[src/rtl/bitblade_pkg.sv]
// Shared types and constants for the BitBlade accumulation sequencer.
// Precision codes select 1, 2 or 4 two-bit slices per operand.
package bitblade_pkg;

    typedef enum logic [1:0] {
        IDLE  = 2'd0,
        RUN   = 2'd1,
        DRAIN = 2'd2,
        OUT   = 2'd3
    } state_t;

    localparam logic [1:0] P2B  = 2'd0;
    localparam logic [1:0] P4B  = 2'd1;
    localparam logic [1:0] P8B  = 2'd2;
    localparam logic [1:0] PRSV = 2'd3;

    localparam int PIPE_LAT_DEF = 2;

    // Index of the last 2-bit slice for a precision code.
    function automatic logic [1:0] slice_max(input logic [1:0] prec);
        logic [1:0] res;
        case (prec)
            P2B:     res = 2'd0;
            P4B:     res = 2'd1;
            P8B:     res = 2'd3;
            default: res = 2'd0;
        endcase
        return res;
    endfunction

endpackage

[src/rtl/bitblade_acc_seq_if.sv]
// Configuration, operand, PE-control, result and status signals of the sequencer.
// The slave modport is the sequencer side; master is the surrounding system.
interface bitblade_acc_seq_if #(
    parameter int TILE_W = 8
);
    logic              cfg_start;
    logic              cfg_abort;
    logic [1:0]        cfg_prec_i;
    logic [1:0]        cfg_prec_w;
    logic              cfg_sign_i;
    logic              cfg_sign_w;
    logic [TILE_W-1:0] cfg_tiles;
    logic              op_valid;
    logic              op_ready;
    logic              pe_en;
    logic              pe_flush;
    logic              pe_sign_i;
    logic              pe_sign_w;
    logic [3:0]        pe_shift;
    logic              out_valid;
    logic              out_ready;
    logic              busy;
    logic              done;
    logic              cfg_err;

    modport slave (
        input  cfg_start, cfg_abort, cfg_prec_i, cfg_prec_w, cfg_sign_i, cfg_sign_w,
        input  cfg_tiles, op_valid, out_ready,
        output op_ready, pe_en, pe_flush, pe_sign_i, pe_sign_w, pe_shift,
        output out_valid, busy, done, cfg_err
    );

    modport master (
        output cfg_start, cfg_abort, cfg_prec_i, cfg_prec_w, cfg_sign_i, cfg_sign_w,
        output cfg_tiles, op_valid, out_ready,
        input  op_ready, pe_en, pe_flush, pe_sign_i, pe_sign_w, pe_shift,
        input  out_valid, busy, done, cfg_err
    );
endinterface

[src/rtl/bitblade_slice_cnt.sv]
// Nested pass counter: input slice innermost, then weight slice, then tile.
// Holds without step, wraps to zero after the last pass.
module bitblade_slice_cnt #(
    parameter int TILE_W = 8
) (
    input  logic              CLK,
    input  logic              RSTN,
    input  logic              clr,
    input  logic              step,
    input  logic [1:0]        si_max,
    input  logic [1:0]        sw_max,
    input  logic [TILE_W-1:0] t_max,
    output logic [1:0]        si,
    output logic [1:0]        sw,
    output logic              first,
    output logic              last
);
    logic [1:0]        si_r;
    logic [1:0]        sw_r;
    logic [TILE_W-1:0] t_r;
    logic              si_last_s;
    logic              sw_last_s;
    logic              t_last_s;

    // Wrap detection for each counter level.
    always_comb begin
        si_last_s = (si_r == si_max);
        sw_last_s = (sw_r == sw_max);
        t_last_s  = (t_r == t_max);
        last      = si_last_s && sw_last_s && t_last_s;
        first     = (si_r == 2'd0) && (sw_r == 2'd0) && (t_r == {TILE_W{1'b0}});
    end

    // Counter registers: carry ripples si -> sw -> t on each step.
    always_ff @(posedge CLK or negedge RSTN) begin
        if (!RSTN) begin
            si_r <= 2'd0;
            sw_r <= 2'd0;
            t_r  <= {TILE_W{1'b0}};
        end else if (clr) begin
            si_r <= 2'd0;
            sw_r <= 2'd0;
            t_r  <= {TILE_W{1'b0}};
        end else if (step) begin
            if (!si_last_s) begin
                si_r <= si_r + 2'd1;
            end else begin
                si_r <= 2'd0;
                if (!sw_last_s) begin
                    sw_r <= sw_r + 2'd1;
                end else begin
                    sw_r <= 2'd0;
                    t_r  <= t_last_s ? {TILE_W{1'b0}} : t_r + {{(TILE_W-1){1'b0}}, 1'b1};
                end
            end
        end else begin
            si_r <= si_r;
            sw_r <= sw_r;
            t_r  <= t_r;
        end
    end

    assign si = si_r;
    assign sw = sw_r;
endmodule

[src/rtl/bitblade_acc_seq.sv]
// Sequences bit-sliced MAC passes into the PE array, waits out the pipeline,
// then hands the finished psum to writeback.
module bitblade_acc_seq
    import bitblade_pkg::*;
#(
    parameter int PIPE_LAT = PIPE_LAT_DEF,
    parameter int TILE_W   = 8
) (
    input logic CLK,
    input logic RSTN,
    bitblade_acc_seq_if.slave bus
);
    localparam logic [2:0] DRAIN_LAST = 3'(PIPE_LAT - 1);

    state_t            state_r, state_nx_s;
    logic [1:0]        prec_i_r, prec_w_r;
    logic              sign_i_r, sign_w_r;
    logic [TILE_W-1:0] tiles_r;
    logic [2:0]        drain_r;
    logic              cfg_ok_s, issue_s, start_s, drain_last_s;
    logic [1:0]        si_s, sw_s, si_max_s, sw_max_s;
    logic [TILE_W-1:0] t_max_s;
    logic              first_s, last_s;
    logic [3:0]        shift_s;
    logic              pe_en_r, pe_flush_r, pe_sign_i_r, pe_sign_w_r;
    logic [3:0]        pe_shift_r;
    logic              op_ready_r, out_valid_r, busy_r, done_r, cfg_err_r;

    bitblade_slice_cnt #(.TILE_W(TILE_W)) u_cnt (
        .CLK    (CLK),
        .RSTN   (RSTN),
        .clr    (state_r != RUN),
        .step   (issue_s),
        .si_max (si_max_s),
        .sw_max (sw_max_s),
        .t_max  (t_max_s),
        .si     (si_s),
        .sw     (sw_s),
        .first  (first_s),
        .last   (last_s)
    );

    // Next-state decode; abort outranks both handshakes.
    always_comb begin
        si_max_s     = slice_max(prec_i_r);
        sw_max_s     = slice_max(prec_w_r);
        t_max_s      = tiles_r - {{(TILE_W-1){1'b0}}, 1'b1};
        cfg_ok_s     = (bus.cfg_prec_i != PRSV) && (bus.cfg_prec_w != PRSV) &&
                       (bus.cfg_tiles != {TILE_W{1'b0}});
        issue_s      = (state_r == RUN) && bus.op_valid && !bus.cfg_abort;
        start_s      = (state_r == IDLE) && bus.cfg_start && cfg_ok_s;
        drain_last_s = (drain_r == DRAIN_LAST);
        shift_s      = {1'b0, si_s, 1'b0} + {1'b0, sw_s, 1'b0};
        state_nx_s   = state_r;
        case (state_r)
            IDLE:    state_nx_s = start_s ? RUN : IDLE;
            RUN: begin
                if (bus.cfg_abort)          state_nx_s = IDLE;
                else if (issue_s && last_s) state_nx_s = DRAIN;
                else                        state_nx_s = RUN;
            end
            DRAIN: begin
                if (bus.cfg_abort)    state_nx_s = IDLE;
                else if (drain_last_s) state_nx_s = OUT;
                else                  state_nx_s = DRAIN;
            end
            OUT: begin
                if (bus.cfg_abort)      state_nx_s = IDLE;
                else if (bus.out_ready) state_nx_s = IDLE;
                else                    state_nx_s = OUT;
            end
            default: state_nx_s = IDLE;
        endcase
    end

    // State register and drain cycle counter.
    always_ff @(posedge CLK or negedge RSTN) begin
        if (!RSTN) begin
            state_r <= IDLE;
            drain_r <= 3'd0;
        end else begin
            state_r <= state_nx_s;
            drain_r <= (state_r == DRAIN) ? drain_r + 3'd1 : 3'd0;
        end
    end

    // Job configuration captured only on an accepted start.
    always_ff @(posedge CLK or negedge RSTN) begin
        if (!RSTN) begin
            prec_i_r <= 2'd0;
            prec_w_r <= 2'd0;
            sign_i_r <= 1'b0;
            sign_w_r <= 1'b0;
            tiles_r  <= {TILE_W{1'b0}};
        end else if (start_s) begin
            prec_i_r <= bus.cfg_prec_i;
            prec_w_r <= bus.cfg_prec_w;
            sign_i_r <= bus.cfg_sign_i;
            sign_w_r <= bus.cfg_sign_w;
            tiles_r  <= bus.cfg_tiles;
        end else begin
            prec_i_r <= prec_i_r;
            prec_w_r <= prec_w_r;
            sign_i_r <= sign_i_r;
            sign_w_r <= sign_w_r;
            tiles_r  <= tiles_r;
        end
    end

    // Registered outputs: PE controls describe the pass issued last cycle.
    always_ff @(posedge CLK or negedge RSTN) begin
        if (!RSTN) begin
            pe_en_r     <= 1'b0;
            pe_flush_r  <= 1'b0;
            pe_sign_i_r <= 1'b0;
            pe_sign_w_r <= 1'b0;
            pe_shift_r  <= 4'd0;
            op_ready_r  <= 1'b0;
            out_valid_r <= 1'b0;
            busy_r      <= 1'b0;
            done_r      <= 1'b0;
            cfg_err_r   <= 1'b0;
        end else begin
            pe_en_r     <= issue_s;
            pe_flush_r  <= issue_s && first_s;
            pe_sign_i_r <= issue_s && sign_i_r && (si_s == si_max_s);
            pe_sign_w_r <= issue_s && sign_w_r && (sw_s == sw_max_s);
            pe_shift_r  <= issue_s ? shift_s : 4'd0;
            op_ready_r  <= (state_nx_s == RUN);
            out_valid_r <= (state_nx_s == OUT);
            busy_r      <= (state_nx_s != IDLE);
            done_r      <= (state_r == OUT) && bus.out_ready && !bus.cfg_abort;
            cfg_err_r   <= (state_r == IDLE) && bus.cfg_start && !cfg_ok_s;
        end
    end

    assign bus.op_ready  = op_ready_r;
    assign bus.pe_en     = pe_en_r;
    assign bus.pe_flush  = pe_flush_r;
    assign bus.pe_sign_i = pe_sign_i_r;
    assign bus.pe_sign_w = pe_sign_w_r;
    assign bus.pe_shift  = pe_shift_r;
    assign bus.out_valid = out_valid_r;
    assign bus.busy      = busy_r;
    assign bus.done      = done_r;
    assign bus.cfg_err   = cfg_err_r;
endmodule
[src/flat_wrapper.sv]
// flat-port wrapper written by rule: the top's interface ports become plain ports
module bitblade_acc_seq_flat import bitblade_pkg::*;
#(
    parameter int PIPE_LAT = PIPE_LAT_DEF,
    parameter int TILE_W   = 8
)
  (CLK, RSTN, bus_cfg_start, bus_cfg_abort, bus_cfg_prec_i, bus_cfg_prec_w, bus_cfg_sign_i, bus_cfg_sign_w, bus_cfg_tiles, bus_op_valid, bus_out_ready, bus_op_ready, bus_pe_en, bus_pe_flush, bus_pe_sign_i, bus_pe_sign_w, bus_pe_shift, bus_out_valid, bus_busy, bus_done, bus_cfg_err);
  bitblade_acc_seq_if #(.TILE_W(TILE_W)) bus_i ();
  input logic CLK;
  input logic RSTN;
  input wire logic [$bits(bus_i.cfg_start)-1:0] bus_cfg_start;
  input wire logic [$bits(bus_i.cfg_abort)-1:0] bus_cfg_abort;
  input wire logic [$bits(bus_i.cfg_prec_i)-1:0] bus_cfg_prec_i;
  input wire logic [$bits(bus_i.cfg_prec_w)-1:0] bus_cfg_prec_w;
  input wire logic [$bits(bus_i.cfg_sign_i)-1:0] bus_cfg_sign_i;
  input wire logic [$bits(bus_i.cfg_sign_w)-1:0] bus_cfg_sign_w;
  input wire logic [$bits(bus_i.cfg_tiles)-1:0] bus_cfg_tiles;
  input wire logic [$bits(bus_i.op_valid)-1:0] bus_op_valid;
  input wire logic [$bits(bus_i.out_ready)-1:0] bus_out_ready;
  output wire logic [$bits(bus_i.op_ready)-1:0] bus_op_ready;
  output wire logic [$bits(bus_i.pe_en)-1:0] bus_pe_en;
  output wire logic [$bits(bus_i.pe_flush)-1:0] bus_pe_flush;
  output wire logic [$bits(bus_i.pe_sign_i)-1:0] bus_pe_sign_i;
  output wire logic [$bits(bus_i.pe_sign_w)-1:0] bus_pe_sign_w;
  output wire logic [$bits(bus_i.pe_shift)-1:0] bus_pe_shift;
  output wire logic [$bits(bus_i.out_valid)-1:0] bus_out_valid;
  output wire logic [$bits(bus_i.busy)-1:0] bus_busy;
  output wire logic [$bits(bus_i.done)-1:0] bus_done;
  output wire logic [$bits(bus_i.cfg_err)-1:0] bus_cfg_err;
  assign bus_i.cfg_start = bus_cfg_start;
  assign bus_i.cfg_abort = bus_cfg_abort;
  assign bus_i.cfg_prec_i = bus_cfg_prec_i;
  assign bus_i.cfg_prec_w = bus_cfg_prec_w;
  assign bus_i.cfg_sign_i = bus_cfg_sign_i;
  assign bus_i.cfg_sign_w = bus_cfg_sign_w;
  assign bus_i.cfg_tiles = bus_cfg_tiles;
  assign bus_i.op_valid = bus_op_valid;
  assign bus_i.out_ready = bus_out_ready;
  assign bus_op_ready = bus_i.op_ready;
  assign bus_pe_en = bus_i.pe_en;
  assign bus_pe_flush = bus_i.pe_flush;
  assign bus_pe_sign_i = bus_i.pe_sign_i;
  assign bus_pe_sign_w = bus_i.pe_sign_w;
  assign bus_pe_shift = bus_i.pe_shift;
  assign bus_out_valid = bus_i.out_valid;
  assign bus_busy = bus_i.busy;
  assign bus_done = bus_i.done;
  assign bus_cfg_err = bus_i.cfg_err;
  bitblade_acc_seq #(.PIPE_LAT(PIPE_LAT), .TILE_W(TILE_W)) u_core (.CLK(CLK), .RSTN(RSTN), .bus(bus_i));
endmodule
[config.mk]
export PLATFORM = sky130hd
export DESIGN_NAME = bitblade_acc_seq_flat
export DESIGN_NICKNAME = d
export VERILOG_FILES = /design/src/rtl/bitblade_pkg.sv /design/src/rtl/bitblade_acc_seq_if.sv /design/src/rtl/bitblade_slice_cnt.sv /design/src/rtl/bitblade_acc_seq.sv /design/src/flat_wrapper.sv
export SDC_FILE = /design/constraint.sdc
export NUM_CORES = 1
export LEC_CHECK = 0
export CORE_MARGIN = 8
export CORE_UTILIZATION = 40
export CTS_BUF_LIST = sky130_fd_sc_hd__clkbuf_8 sky130_fd_sc_hd__clkbuf_16
export DETAILED_ROUTE_END_ITERATION = 7
export PLACE_DENSITY = 0.67
export SETUP_SLACK_MARGIN = 0.1
export SLEW_MARGIN = 20
export SYNTH_ARGS = -nofsm -noshare
export SYNTH_HDL_FRONTEND = slang
export SYNTH_HIERARCHICAL = 1
export SYNTH_SLANG_ARGS = --single-unit
[constraint.sdc]
create_clock -name CLK -period 3.5 [get_ports CLK]
set_clock_uncertainty 0.05 [all_clocks]
set_input_delay 0.525 -clock CLK [delete_from_list [all_inputs] [get_ports CLK]]
set_output_delay 0.525 -clock CLK [all_outputs]
set_load 0.02 [all_outputs]
==> flow_results.xml <==
<?xml version="1.0" encoding="UTF-8"?>
<metrics>
  <group name="synthesis">
    <metric name="syn-num-nets" unit="">243</metric>
    <metric name="synthDistinctLibCells" unit="">48</metric>
    <metric name="ys_ff_latch" unit="">43</metric>
    <metric name="post_synth_instance_area" unit="sq um">2342</metric>
    <metric name="number_of_enable_flip_flop_cells_after_synthesis" unit="">0</metric>
    <metric name="main_combinational_cell_family_by_area_after_synthesis" unit="">simple AND/OR/NAND/NOR gates</metric>
    <metric name="synth-xor-area-share" unit="">0.08974</metric>
    <metric name="yosys.area_share.adder" unit="">0.06197</metric>
    <metric name="async_sr_flop_fraction" unit="">1.000</metric>
    <metric name="synth_cells" unit="">212</metric>
    <metric name="seq_area_frac_synth" unit="">0.4594</metric>
    <metric name="synthMuxAreaShare" unit="">0.07853</metric>
    <metric name="yosys_most_used_dff" unit="">dfrtp_1</metric>
    <metric name="synth_compound_gate_area_share" unit="">0.07692</metric>
    <metric name="synth.yosys.warnings" unit="">6</metric>
    <metric name="post_synth_and_or_nand_nor_area_fraction" unit="">0.1827</metric>
    <metric name="synth_area_per_cell" unit="sq um">11.05</metric>
  </group>
  <group name="sta">
    <metric name="timing.final.ws_setup" unit="ns">0.4981</metric>
    <metric name="timing_hold_violations_final" unit="">0</metric>
    <metric name="min_period_over_period" unit="">0.8577</metric>
    <metric name="setup_viol" unit="">0</metric>
    <metric name="fmax" unit="GHz">0.3331</metric>
    <metric name="post-route-min-period" unit="ns">3.002</metric>
    <metric name="final.setup.tns" unit="ns">0</metric>
    <metric name="timing.max_slew.rel_slack" unit="">0.3665</metric>
    <metric name="worst_slew_pin_tran" unit="ns">0.9502</metric>
    <metric name="finalMaxSlewViolations" unit="">0</metric>
    <metric name="rsz0062_at_grt" unit="">false</metric>
  </group>
  <group name="grt">
    <metric name="grt_antenna_before_repair" unit="">0</metric>
    <metric name="groute.usage.overall" unit="">0.1176</metric>
    <metric name="globalRouteOverflowTotal" unit="">0</metric>
    <metric name="vias_in_the_first_global_route" unit="">1697</metric>
    <metric name="grt_start_max_net_pins" unit="">44</metric>
    <metric name="grt_pass1_wl" unit="mm">8.128</metric>
  </group>
  <group name="placed_design">
    <metric name="post-dp-hpwl" unit="mm">3.491</metric>
    <metric name="globalplace.congestion" unit="">0.8012</metric>
    <metric name="placement.setup.worst_slack" unit="ns">0.5170</metric>
    <metric name="placedInstanceArea" unit="sq um">2716</metric>
    <metric name="number_of_placed_instances_with_taps_included" unit="">316</metric>
    <metric name="io_buffers" unit="">31</metric>
  </group>
  <group name="worst_setup_path">
    <metric name="internal_reg_to_reg_setup_slack" unit="ns">0.50</metric>
    <metric name="required" unit="ns">3.61</metric>
    <metric name="cp-start-kind" unit="">flop</metric>
    <metric name="end_kind" unit="">flop</metric>
    <metric name="crit_path_max_fanout" unit="">4</metric>
    <metric name="arrival" unit="ns">3.11</metric>
    <metric name="cp_class" unit="">reg -&gt; reg</metric>
  </group>
  <group name="final_layout">
    <metric name="multiInputGateArea" unit="sq um">1151</metric>
    <metric name="filler_cells" unit="">546</metric>
    <metric name="mostFrequentLayoutCells" unit="">dfrtp_1 (43), clkdlybuf4s50_1 (30), inv_1 (21), xor2_1 (15), nand3_1 (12)</metric>
    <metric name="final-seq-area" unit="sq um">1076</metric>
    <metric name="post_route_cells_drive_above_1_share" unit="">0.1325</metric>
    <metric name="antenna_cells_inserted" unit="">0</metric>
    <metric name="layout_commonest_cell" unit="">dfrtp_1</metric>
    <metric name="fin_nets" unit="">279</metric>
    <metric name="areaGrowthSynthToFinish" unit="%">19.60</metric>
    <metric name="post_layout_nonfiller_instances" unit="">324</metric>
    <metric name="final_standard_cell_area_without_fillers" unit="sq um">2801</metric>
  </group>
  <group name="min_path">
    <metric name="hold_class" unit="">in -&gt; async</metric>
  </group>
  <group name="detailed_routing">
    <metric name="avgViaCountPerCell" unit="">4.997</metric>
    <metric name="routed-via-count" unit="">1619</metric>
    <metric name="route.antenna.remaining_nets" unit="">0</metric>
    <metric name="wirelength" unit="mm">4.709</metric>
    <metric name="remaining_drc_errors" unit="">0</metric>
    <metric name="drt-wirelength-per-cell" unit="microns">14.53</metric>
    <metric name="drt_iter0_drc" unit="">45</metric>
    <metric name="detailedRoute.firstPassIterationCount" unit="">4</metric>
  </group>
  <group name="die">
    <metric name="fp.dieArea" unit="sq um">8560</metric>
    <metric name="floorplan.die.height" unit="microns">92.52</metric>
    <metric name="die_width" unit="microns">92.52</metric>
    <metric name="num_rows" unit="">28</metric>
    <metric name="io-pin-count" unit="">33</metric>
    <metric name="fp.coreArea" unit="sq um">5781</metric>
    <metric name="initial_core_utilization" unit="">0.4052</metric>
  </group>
  <group name="clocking">
    <metric name="cts_made_buffers" unit="">5</metric>
    <metric name="cts.sinks" unit="">43</metric>
    <metric name="later_pin_clock_latency_in_the_skew_report" unit="ns">0.29</metric>
    <metric name="clockBufferDepth" unit="">2</metric>
    <metric name="cts_tree" unit="">yes</metric>
    <metric name="htree_num_levels" unit="">2</metric>
    <metric name="root_buffer" unit="">clkbuf_8</metric>
    <metric name="post_cts.resized_instances" unit="">0</metric>
    <metric name="cts_setup_buffers" unit="">0</metric>
    <metric name="post_cts_hold_buffer_count" unit="">0</metric>
    <metric name="cts.clk_slew.worst_paths" unit="ns">0.09</metric>
  </group>
  <group name="status">
    <metric name="status" unit="">finished clean</metric>
  </group>
  <group name="run">
    <metric name="maxCapViolations" unit="">0</metric>
  </group>
  <group name="power_and_ir_drop">
    <metric name="p_leak" unit="uW">0.001269</metric>
    <metric name="vdd.ir_drop.worst" unit="uV">229.9</metric>
    <metric name="cellPowerDensity" unit="nW/um^2">446.0</metric>
    <metric name="fin_total_pwr" unit="uW">1249</metric>
  </group>
</metrics>
power breakdown:
part / total (uW) / switching [uW] / internal (uW)
sequential: 594 / 45.8 / 548
clock: 312 / 176 / 137
combinational: 343 / 173 / 170
critical path: stages, from the launching register on:
cell     delay (ns)
dfrtp_1        0.42
or4_1          0.54
nor4_1         0.24
xor2_1         0.13
xor2_1         0.18
nor4_2         0.40
nand2_1        0.12
nor3_1         0.26
a31oi_1        0.11
a311o_1        0.30
inv_1          0.07
a31oi_1        0.04
worst paths after layout:
check	from	end	cells after the start
max in group asynchronous	RSTN	u_core/tiles_r[1]	1
hold reg to reg	u_core/drain_r[0]	u_core/drain_r[0]	1
setup reg to reg	u_core/tiles_r[3]	u_core/bus.op_ready	11
min in group CLK	u_core/drain_r[0]	u_core/drain_r[0]	1
hold / removal	RSTN	u_core/bus.pe_sign_w	1
setup / recovery	u_core/tiles_r[3]	u_core/bus.op_ready	11
synthesized netlist by cell type, types with 2 or more instances:
library cell,instances,area (sq um)
a21oi_1,4,20.02
a31oi_1,4,25.02
and3_1,6,37.54
and4_1,2,17.52
buf_6,2,22.52
dfrtp_1,43,1076
ha_1,10,125.1
inv_1,20,75.07
mux2_2,6,67.56
mux2_4,7,105.1
nand2_1,11,41.29
nand2b_1,4,25.02
nand3_1,12,60.06
nand3b_1,2,15.01
nor2_1,9,33.78
nor2b_1,3,18.77
nor3_1,3,15.01
nor3b_1,2,15.01
nor4_1,4,25.02
nor4_2,2,25.02
nor4b_1,2,17.52
o21ai_0,4,20.02
o311ai_1,2,17.52
or3b_1,2,17.52
xnor2_1,9,78.83
xor2_1,15,131.4
state kept, by name (all words and copies together) (netlist names):
| signal | count |
|---|---|
| u_core/tiles_r | 8 |
| u_core/u_cnt/t_r | 8 |
| u_core/bus.pe_shift | 3 |
| u_core/drain_r | 3 |
| u_core/prec_i_r | 2 |
| u_core/prec_w_r | 2 |
| u_core/state_r | 2 |
| u_core/u_cnt/si | 2 |
| u_core/u_cnt/sw | 2 |
| u_core/bus.busy | 1 |
| u_core/bus.cfg_err | 1 |
| u_core/bus.done | 1 |
| u_core/bus.op_ready | 1 |
| u_core/bus.out_valid | 1 |
| u_core/bus.pe_en | 1 |
| u_core/bus.pe_flush | 1 |
| u_core/bus.pe_sign_i | 1 |
| u_core/bus.pe_sign_w | 1 |
| u_core/sign_i_r | 1 |
| u_core/sign_w_r | 1 |
through the flow:
| step | utilization | hold slack (ns) |
|---|---|---|
| after floorplan | - | 0.1794 |
| after global placement | 0.4699 | 0.4056 |
| after detailed placement | 0.4699 | 0.4095 |
| after CTS | 0.4846 | 0.3657 |
| after global routing | 0.4846 | 0.3955 |
| final | 0.4846 | 0.3226 |
kinds of logic (layout without fill, tap and decap cells):
| logic type | Yosys count | in the layout |
|---|---|---|
| adders and majority gates | 11 | 11 |
| DFF | 43 | 43 |
| buffers and inverters | 24 | 61 |
| and+or+nand+nor | 72 | 72 |
| AOI/OAI and AO/OA | 23 | 23 |
| other | 1 | 1 |
| muxes | 14 | 14 |
| xor gates and xnor gates | 24 | 24 |
area by class of cell:
cell class / count / share of cell area
Tap cell: 75 / 0.03350
Inverter: 20 / 0.02680
Multi-Input combinational cell: 145 / 0.4109
Sequential cell: 43 / 0.3841
Clock inverter: 3 / 0.005806
Timing Repair Buffer: 33 / 0.1143
Clock buffer: 5 / 0.02456
per-layer routing:
metal  vias to the layer above  GRT usage  wire (microns)  part of all wire
met4                         0    0.04027              49             0.010
met5                         -          0               0                 0
met3                         4    0.02832             138             0.029
li1                        806          -               -                 -
met2                        21     0.1907            2263              0.48
met1                       788     0.1499            2257              0.48
Power figures use the tool's default switching activity.
